**config.mk**
```make
export PLATFORM = sky130hd
export DESIGN_NAME = ifetch_unit
export DESIGN_NICKNAME = d
export VERILOG_FILES = /design/src/rtl/riscv_pkg.sv /design/src/rtl/sync_fifo.sv /design/src/rtl/ifetch_unit.sv
export SDC_FILE = /design/constraint.sdc
export NUM_CORES = 1
export LEC_CHECK = 0
export CORE_MARGIN = 2
export CORE_UTILIZATION = 50
export CTS_BUF_LIST = sky130_fd_sc_hd__clkbuf_4 sky130_fd_sc_hd__clkbuf_8
export DETAILED_ROUTE_END_ITERATION = 6
export GPL_ROUTABILITY_DRIVEN = 1
export PLACE_DENSITY = 0.82
export REMOVE_ABC_BUFFERS = 1
export SETUP_SLACK_MARGIN = 0.3
export SYNTH_ARGS = -nofsm -noshare
export SYNTH_HDL_FRONTEND = slang
export SYNTH_SLANG_ARGS = --single-unit
```
**constraint.sdc**
```tcl
create_clock -name clk -period 5.8 [get_ports clk]
set_clock_uncertainty 0.2 [all_clocks]
set_input_delay 1.16 -clock clk [delete_from_list [all_inputs] [get_ports clk]]
set_output_delay 1.16 -clock clk [all_outputs]
set_load 0.005 [all_outputs]
```
**src/rtl/riscv_pkg.sv**
```systemverilog
// Shared fetch-side types and constants.
// No logic, no latency.
// No flow control of its own.
package riscv_pkg;

    localparam int XLEN = 32;

    localparam logic [XLEN-1:0] RESET_PC_DEFAULT = 32'h0000_0000;
    localparam logic [XLEN-1:0] INSTR_NOP        = 32'h0000_0013;

    typedef struct packed {
        logic [XLEN-1:0] pc;
        logic [XLEN-1:0] instr;
    } fetch_entry_t;

    function automatic logic [XLEN-1:0] pc_align(input logic [XLEN-1:0] pc);
        return {pc[XLEN-1:2], 2'b00};
    endfunction

endpackage

```
**src/rtl/sync_fifo.sv**
```systemverilog
// Generic in-order FIFO with occupancy count and single-cycle flush.
// Latency: a pushed entry is visible at the head the next cycle.
// Backpressure: rd_rdy pops the head; the writer must respect count (no full flag).
module sync_fifo #(
    parameter int WIDTH = 64,
    parameter int DEPTH = 4
) (
    input  logic                     clk,
    input  logic                     rst,
    input  logic                     flush,
    input  logic                     wr_vld,
    input  logic [WIDTH-1:0]         wr_dat,
    input  logic                     rd_rdy,
    output logic                     rd_vld,
    output logic [WIDTH-1:0]         rd_dat,
    output logic [$clog2(DEPTH):0]   count
);

    localparam int AW = $clog2(DEPTH);
    localparam int CW = AW + 1;

    logic [WIDTH-1:0] mem_q [DEPTH];
    logic [WIDTH-1:0] mem_d [DEPTH];
    logic [AW-1:0]    wr_ptr_q, wr_ptr_d;
    logic [AW-1:0]    rd_ptr_q, rd_ptr_d;
    logic [CW-1:0]    count_q, count_d;
    logic             rd_fire;

    assign rd_vld  = (count_q != '0);
    assign rd_dat  = mem_q[rd_ptr_q];
    assign count   = count_q;
    assign rd_fire = rd_vld && rd_rdy;

    always_comb begin
        mem_d    = mem_q;
        wr_ptr_d = wr_ptr_q;
        rd_ptr_d = rd_ptr_q;
        count_d  = count_q;
        // Flush wins over a simultaneous push or pop.
        if (flush) begin
            wr_ptr_d = '0;
            rd_ptr_d = '0;
            count_d  = '0;
        end else begin
            if (wr_vld) begin
                mem_d[wr_ptr_q] = wr_dat;
                wr_ptr_d        = wr_ptr_q + AW'(1);
            end
            if (rd_fire) begin
                rd_ptr_d = rd_ptr_q + AW'(1);
            end
            count_d = count_q + CW'(wr_vld) - CW'(rd_fire);
        end
    end

    always_ff @(posedge clk) begin
        if (rst) begin
            mem_q    <= '{default: '0};
            wr_ptr_q <= '0;
            rd_ptr_q <= '0;
            count_q  <= '0;
        end else begin
            mem_q    <= mem_d;
            wr_ptr_q <= wr_ptr_d;
            rd_ptr_q <= rd_ptr_d;
            count_q  <= count_d;
        end
    end

    a_no_overflow: assert property (@(posedge clk) disable iff (rst)
        !(wr_vld && !flush && !rd_fire && (count_q == CW'(DEPTH))));

endmodule

```
**src/rtl/ifetch_unit.sv**
```systemverilog
// Fetch stage: owns the PC, issues word fetches, buffers returned words for decode.
// Latency: zero-wait memory gives first id_valid 2 cycles after reset, then 1 instr/cycle.
// Backpressure: requests are credit-limited by buffer space; id_ready stalls the head.
module ifetch_unit
    import riscv_pkg::*;
#(
    parameter logic [XLEN-1:0] RESET_PC   = RESET_PC_DEFAULT,
    parameter int              FIFO_DEPTH = 4
) (
    input  logic            clk,
    input  logic            rst,
    output logic            imem_req_valid,
    input  logic            imem_req_ready,
    output logic [XLEN-1:0] imem_req_addr,
    input  logic            imem_rsp_valid,
    input  logic [XLEN-1:0] imem_rsp_data,
    input  logic            redirect_valid,
    input  logic [XLEN-1:0] redirect_pc,
    output logic            id_valid,
    input  logic            id_ready,
    output logic [XLEN-1:0] id_pc,
    output logic [XLEN-1:0] id_instr
);

    localparam int CW = $clog2(FIFO_DEPTH) + 1;

    logic [XLEN-1:0] fetch_pc_q, fetch_pc_d;
    logic [XLEN-1:0] rsp_pc_q, rsp_pc_d;
    logic [CW-1:0]   outstanding_q, outstanding_d;
    logic [CW-1:0]   drop_cnt_q, drop_cnt_d;

    logic [CW-1:0]   fifo_count;
    logic            fifo_vld;
    fetch_entry_t    wr_entry;
    fetch_entry_t    head;
    logic            req_fire;
    logic            rsp_keep;

    // Every in-flight request reserves a buffer slot, so responses can never overflow.
    assign imem_req_valid = !rst && ((fifo_count + outstanding_q) < CW'(FIFO_DEPTH));
    assign imem_req_addr  = rst ? RESET_PC : fetch_pc_q;
    assign req_fire       = imem_req_valid && imem_req_ready;
    assign rsp_keep       = imem_rsp_valid && (drop_cnt_q == '0) && !redirect_valid;
    assign wr_entry       = '{pc: rsp_pc_q, instr: imem_rsp_data};

    always_comb begin
        fetch_pc_d    = fetch_pc_q;
        rsp_pc_d      = rsp_pc_q;
        drop_cnt_d    = drop_cnt_q;
        outstanding_d = outstanding_q + CW'(req_fire) - CW'(imem_rsp_valid);
        if (req_fire) begin
            fetch_pc_d = fetch_pc_q + 32'd4;
        end
        if (rsp_keep) begin
            rsp_pc_d = rsp_pc_q + 32'd4;
        end
        if (imem_rsp_valid && (drop_cnt_q != '0)) begin
            drop_cnt_d = drop_cnt_q - CW'(1);
        end
        // Whatever is still in flight after this cycle belongs to the old path.
        if (redirect_valid) begin
            fetch_pc_d = pc_align(redirect_pc);
            rsp_pc_d   = pc_align(redirect_pc);
            drop_cnt_d = outstanding_d;
        end
    end

    always_ff @(posedge clk) begin
        if (rst) begin
            fetch_pc_q    <= RESET_PC;
            rsp_pc_q      <= RESET_PC;
            outstanding_q <= '0;
            drop_cnt_q    <= '0;
        end else begin
            fetch_pc_q    <= fetch_pc_d;
            rsp_pc_q      <= rsp_pc_d;
            outstanding_q <= outstanding_d;
            drop_cnt_q    <= drop_cnt_d;
        end
    end

    sync_fifo #(
        .WIDTH ($bits(fetch_entry_t)),
        .DEPTH (FIFO_DEPTH)
    ) u_fifo (
        .clk    (clk),
        .rst    (rst),
        .flush  (redirect_valid),
        .wr_vld (rsp_keep),
        .wr_dat (wr_entry),
        .rd_rdy (id_ready),
        .rd_vld (fifo_vld),
        .rd_dat (head),
        .count  (fifo_count)
    );

    assign id_valid = fifo_vld;
    assign id_pc    = (fifo_vld && !rst) ? head.pc    : '0;
    assign id_instr = (fifo_vld && !rst) ? head.instr : '0;

    a_rsp_tracked: assert property (@(posedge clk) disable iff (rst)
        imem_rsp_valid |-> (outstanding_q != '0));
    a_credit: assert property (@(posedge clk) disable iff (rst)
        ({1'b0, fifo_count} + {1'b0, outstanding_q}) <= (CW + 1)'(FIFO_DEPTH));
    a_drop_bound: assert property (@(posedge clk) disable iff (rst)
        drop_cnt_q <= outstanding_q);

endmodule

```
==> reports/metrics.cfg, run 1 <==
[worst_setup_path]
critPathKind=input port to output port
cpPeakStageDelay_ps=750
worst_setup_path_start_kind=input port
cp.arrival_ps=3200
slowest_stage=inv_2
endpoint_kind=output port
path_buf_inv=3
crit_chain=clkbuf_8 > inv_2 > and3_1 > clkdlybuf4s50_1
crit_required_ps=4440
cp_max_fo=108
critical_path.top_delay_family=buffers and inverters

[route]
wl_per_cell_um=17.8
dr_total_vias=13100
route.detailed.drc=0
final_antenna_net_count=0
via_per_inst=5.75
drt-pass1-iter-count=5
drt_iter0_drc=1142
wl_um=40400

[floorplanning]
fp.dieArea_mm2=0.0313
die_w_um=177
io-pin-count=168
die_y_um=177
start_util=0.506
core_area_mm2=0.0295
rows=63

[pwr]
seqPwrFrac=0.470
ir_drop_mv=0.145
p_comb_frac=0.119
power_density_mw_per_mm2=286
p_leak_uw=0.00606
p_clk_frac=0.411
intPower_uw=3730
swShare=0.264
p_sw_uw=1340

[global_route]
grt_pass1_wl_um=64800
grt_overflow=0
grt_max_degree=109
grt_usage=0.255
grt_pass1_vias=12800
antenna_found_initial=0

[yosys]
synth-seq-cells=321
synth_simple_gate_area_frac=0.245
synth_cell_types=68
synth_fa_ha_area_frac=0.0136
ys_top_cells_by_area=dfxtp_1 (43%), nand2_1 (14%), mux4_2 (9.4%), a21oi_1 (8.7%), and3_1 (3.1%)
syn_area_mm2=0.0149
yosys_warnings=0
synth_compound_area_frac=0.135
async_reset_ff_frac=0
yosys.area.top_type=dfxtp_1
syn_area_per_cell_um2=8.41
synth_xor_area_frac=0.0316
synth_top_family_by_area=simple AND/OR/NAND/NOR gates
synth.top_cell.area_share=0.430
synthCells=1775
synth_common_cells=nand2_1 (538), dfxtp_1 (321), a21oi_1 (259)
synth_most_common_cell=nand2_1
synth_edf_count=0
yosysSeqAreaShare=0.430
muxShareOfSynthArea=0.0955
synth_flop_cell=dfxtp_1

[place]
gp_congestion=0.906
place_hpwl_um=24800
io_buffer_count=161

[clock_network]
cts_resized=0
clockRootBuffer=clkbuf_8
numCtsBuffers=51
cts_max_path_buffers=3
ctsHoldBuffers=0
cts_sinks=321
clock_latency_ps=580
post-cts-setup-buffer-count=0
clkSlewWorstSetupHoldPaths_ps=60
htree_levels=2
cts_tree=yes

[sta]
maxSlewViolCount=0
max_freq_ghz=0.219
rsz0062_at_grt=no
period_needed_ps=4560
fin_crit_sh=0.787
setup_viol=0
max_slew_margin=0.321
finalHoldViolCount=0
max_slew.worst_pin.slew_ps=1020
setup_tns_ps=0

[status]
outcome=finished clean

[cells_and_area]
multiInputGateArea_mm2=0.00783
areaGrowthSynthToFinish_pct=18.6
n_fill_cell=2494
nets=1937
final_util=0.601
antenna_cells=0
seqCellArea_mm2=0.00643
drive_gt1_frac=0.104

[flow_run]
cap_violations=0

[worst_hold_path]
hp-class=register to register

[kinds of logic (layout without fill, tap and decap cells)]
| logic type | after synthesis | after routing |
|---|---|---|
| and+or+nand+nor | 799 | 799 |
| AOI/OAI and AO/OA | 351 | 351 |
| DFF | 321 | 321 |
| buffers and inverters | 173 | 281 |
| muxes | 65 | 65 |
| xor gates and xnor gates | 50 | 50 |
| adders and majority gates | 15 | 15 |
| other | 1 | 4 |
[registers in the layout, indices dropped and copies added, names as in the netlist]
| signal | flops |
|---|---|
| u_fifo.wr_ptr_q | 2 |
| fetch_pc_q | 30 |
| u_fifo.count | 3 |
| outstanding_q | 3 |
| rsp_pc_q | 30 |
| u_fifo.mem_q | 248 |
| u_fifo.rd_ptr_q | 2 |
| drop_cnt_q | 3 |
[tightest hold or removal path, delay by kind of cell, from the launching register on]
| kind | cells | cell delay, ps |
|---|---|---|
| flip-flops | 1 | 310 |
| AND/OR/NAND/NOR | 1 | 50 |
| AO/OA/AOI/OAI | 1 | 50 |
[per-stage QoR]
step	instances	worst slack (ps)	total power, uW	area [um2]	hold slack, ps
floorplan	1625	904	2740	14300	227
global placement	2189	1290	3000	16600	238
detailed placement	2189	1250	3030	16600	244
CTS	2276	1250	5090	17700	253
global route	2276	1100	5260	17700	265
finish	2276	1240	5070	17700	252
[metal layers]
| layer | vias up | global-route usage | part of all wire |
|---|---|---|---|
| met5 | - | 0 | 0 |
| met4 | 0 | 0.0975 | 0.027 |
| met3 | 93 | 0.0419 | 0.084 |
| met2 | 604 | 0.422 | 0.47 |
| met1 | 6184 | 0.334 | 0.42 |
| li1 | 6213 | - | - |
[power by group through the flow]
stage	Sequential [uW]	Combinational, uW	Clock, uW
2_1_floorplan	2400	339	0
3_3_place_gp	2420	582	0
3_5_place_dp	2430	600	0
4_1_cts	2380	604	2100
5_1_grt	2390	662	2210
6_report	2380	604	2080
[layout by cell type (no fill, tap or decap), types with 28 or more instances in the layout]
| cell type | n |
|---|---|
| nand2_1 | 534 |
| clkdlybuf4s50_1 | 160 |
| clkbuf_8 | 65 |
| xnor2_1 | 28 |
| dfxtp_1 | 319 |
| nor2b_1 | 30 |
| mux4_2 | 62 |
| and3_1 | 75 |
| a21oi_1 | 259 |
| nor2_1 | 29 |
[area by class of cell]
type | instances | share of cell area
multi-input combinational | 1284 | 0.442
clock inverter | 12 | 0.00820
timing repair buffer | 174 | 0.100
clock buffer | 75 | 0.0544
inverter | 20 | 0.00424
tap | 390 | 0.0276
sequential | 321 | 0.363
[worst paths after layout]
path / start / cells after the start / to / slack, ps
setup / recovery: rst / 4 / id_pc[30] / 1240
hold / removal: u_fifo.mem_q[102] / 2 / u_fifo.mem_q[102] / 250
setup reg to reg: drop_cnt_q[0] / 8 / u_fifo.mem_q[3] / 2460
hold reg to reg: u_fifo.mem_q[102] / 2 / u_fifo.mem_q[102] / 250
Power figures use the tool's default switching activity.
==> run 2: changes to the inputs <==
- clock period: 5.8 -> 4.55 ns (I/O delays scaled with it)
==> run 2 against run 1 <==
Routed wire length grew 0.71%; flip-flop and latch count is the same; final cell count grew 1.1%; setup slack lost 650 ps; sequential power grew 27%; total power grew 31%.
==> reports/metrics.cfg, run 2 (synthesis results as in run 1) <==
[place]
pre_cts_ws_ps=850  ; was 1250 ps
place_hpwl_um=25600  ; was 24800 um
gp_congestion=0.940  ; was 0.906
place_inst=2206  ; was 2189
io_buffer_count=161  ; unchanged

[clock_network]
post-cts-setup-buffer-count=0  ; unchanged
ctsHoldBuffers=0  ; unchanged
htree_levels=2  ; unchanged
cts_resized=0  ; unchanged
clkSlewWorstSetupHoldPaths_ps=60  ; about the same
cts_max_path_buffers=3  ; unchanged
cts_tree=yes  ; unchanged
clock_latency_ps=580  ; about the same
cts_sinks=321  ; unchanged
numCtsBuffers=52  ; was 51
clockRootBuffer=clkbuf_8  ; unchanged

[sta]
setup_viol=0  ; unchanged
rsz0062_at_grt=no  ; unchanged
max_slew.worst_pin.slew_ps=891  ; was 1020 ps
finalHoldViolCount=0  ; unchanged
fin_crit_sh=0.870
maxSlewViolCount=0  ; unchanged
max_slew_margin=0.406  ; was 0.321
setup_ws_ps=591  ; was 1240 ps
period_needed_ps=3960
max_freq_ghz=0.253
setup_tns_ps=0  ; unchanged

[cells_and_area]
nets=1955  ; was 1937
reg_top3=u_fifo.mem_q (248), fetch_pc_q (30), rsp_pc_q (30)  ; unchanged
antenna_cells=0  ; unchanged
final_cell_mix=nand2_1 (534), dfxtp_1 (319), a21oi_1 (259)  ; unchanged
largest_reg_flops=248  ; unchanged
final_common_cell=nand2_1  ; unchanged
regMostFlops=u_fifo.mem_q  ; unchanged
n_fill_cell=2445  ; was 2494
drive_gt1_frac=0.116  ; was 0.104
stdcell_count=2301  ; was 2276
areaGrowthSynthToFinish_pct=20.1  ; was 18.6%

[route]
drt-pass1-iter-count=5  ; unchanged
drt_iter0_drc=1016  ; was 1142
via_per_inst=5.69  ; was 5.75
route.detailed.drc=0  ; unchanged
final_antenna_net_count=0  ; unchanged
wl_per_cell_um=17.7  ; was 17.8 um
wl_um=40700  ; was 40400 um
dr_total_vias=13100  ; about the same

[pwr]
intPower_uw=4910  ; was 3730 uW
finalPower_uw=6640  ; was 5070 uW
p_leak_uw=0.00618  ; was 0.00606 uW
p_sw_uw=1730  ; was 1340 uW
ir_drop_mv=0.174  ; was 0.145 mV
p_clk_frac=0.425  ; was 0.411
power_density_mw_per_mm2=370  ; was 286 mW/mm2
swShare=0.260  ; was 0.264
p_comb_frac=0.118  ; was 0.119
seqPwrFrac=0.457  ; was 0.470

[floorplanning]
die_w_um=177  ; unchanged
rows=63  ; unchanged
start_util=0.506  ; unchanged
core_area_mm2=0.0295  ; unchanged
io-pin-count=168  ; unchanged
die_y_um=177  ; unchanged
fp.dieArea_mm2=0.0313  ; unchanged

[global_route]
grt_usage=0.257  ; was 0.255
grt_pass1_wl_um=64800  ; about the same
grt_overflow=0  ; unchanged
grt_pass1_vias=12800  ; about the same
antenna_found_initial=0  ; unchanged
grt_max_degree=84  ; was 109

[worst_setup_path]
endpoint_kind=output port  ; unchanged
cp_max_fo=22  ; was 108
critPathKind=register to output port  ; was input port to output port
cp.arrival_ps=2850  ; was 3200 ps
crit_required_ps=3440  ; was 4440 ps
worst_setup_path_start_kind=register  ; was input port

[worst_hold_path]
hp-class=register to register  ; unchanged

[flow_run]
cap_violations=0  ; unchanged

[status]
outcome=finished clean  ; unchanged

## run 2: cell count changes in the layout (fill, tap and decap cells not counted), sizes merged
cell,previous run,this run
buf,13,30
clkinv,5,12
clkinvlp,4,0
bufinv,3,5
clkbuf,76,78
inv,20,21
## run 2: final cells by class
| type | count | area, um2 | share of cell area |
|---|---|---|---|
| Multi-Input combinational cell | 1284 | 7810 | 0.435 |
| Clock buffer | 77 | 978 | 0.0546 |
| Inverter | 20 | 75.1 | 0.00419 |
| Tap cell | 390 | 488 | 0.0272 |
| Timing Repair Buffer | 191 | 1930 | 0.108 |
| Clock inverter | 18 | 219 | 0.0122 |
| Sequential cell | 321 | 6430 | 0.359 |
## run 2: power by group through the flow
stage | registers [uW] | clock network [uW] | logic (uW)
final | 3030 | 2820 | 784
after detailed placement | 3090 | 0 | 776
after CTS | 3030 | 2850 | 784
after global placement | 3080 | 0 | 759
after floorplan | 3060 | 0 | 432
after global routing | 3050 | 2970 | 853
## run 2: layer usage
layer / share of wire / global-route usage / vias to the layer above
met4: 0.022 / 0.0778 / 0
met1: 0.43 / 0.337 / 6209
met2: 0.48 / 0.436 / 559
met5: 0 / 0 / -
met3: 0.074 / 0.0412 / 71
li1: - / - / 6253
## run 2: final timing paths
path / from / to / slack (ps) / depth (start not counted)
setup / recovery: u_fifo.rd_ptr_q[0] / id_pc[21] / 590 / 4
hold / removal: u_fifo.mem_q[109] / u_fifo.mem_q[109] / 250 / 2
setup reg to reg: outstanding_q[1] / drop_cnt_q[2] / 1120 / 14
hold reg to reg: u_fifo.mem_q[109] / u_fifo.mem_q[109] / 250 / 2
## run 2: critical path, stage by stage (launching register included)
cell and delay, ps:
dfxtp_4 670, buf_4 370, mux4_2 580, and3_1 210, clkdlybuf4s50_1 440
## run 2: through the flow
step / hold WS (ps) / util / cell area, um2
6_report: 252 / 0.608 / 17900
5_1_grt: 265 / 0.608 / 17900
4_1_cts: 254 / 0.608 / 17900
3_5_place_dp: 245 / 0.567 / 16700
3_3_place_gp: 238 / 0.567 / 16700
2_1_floorplan: 227 / - / 14300
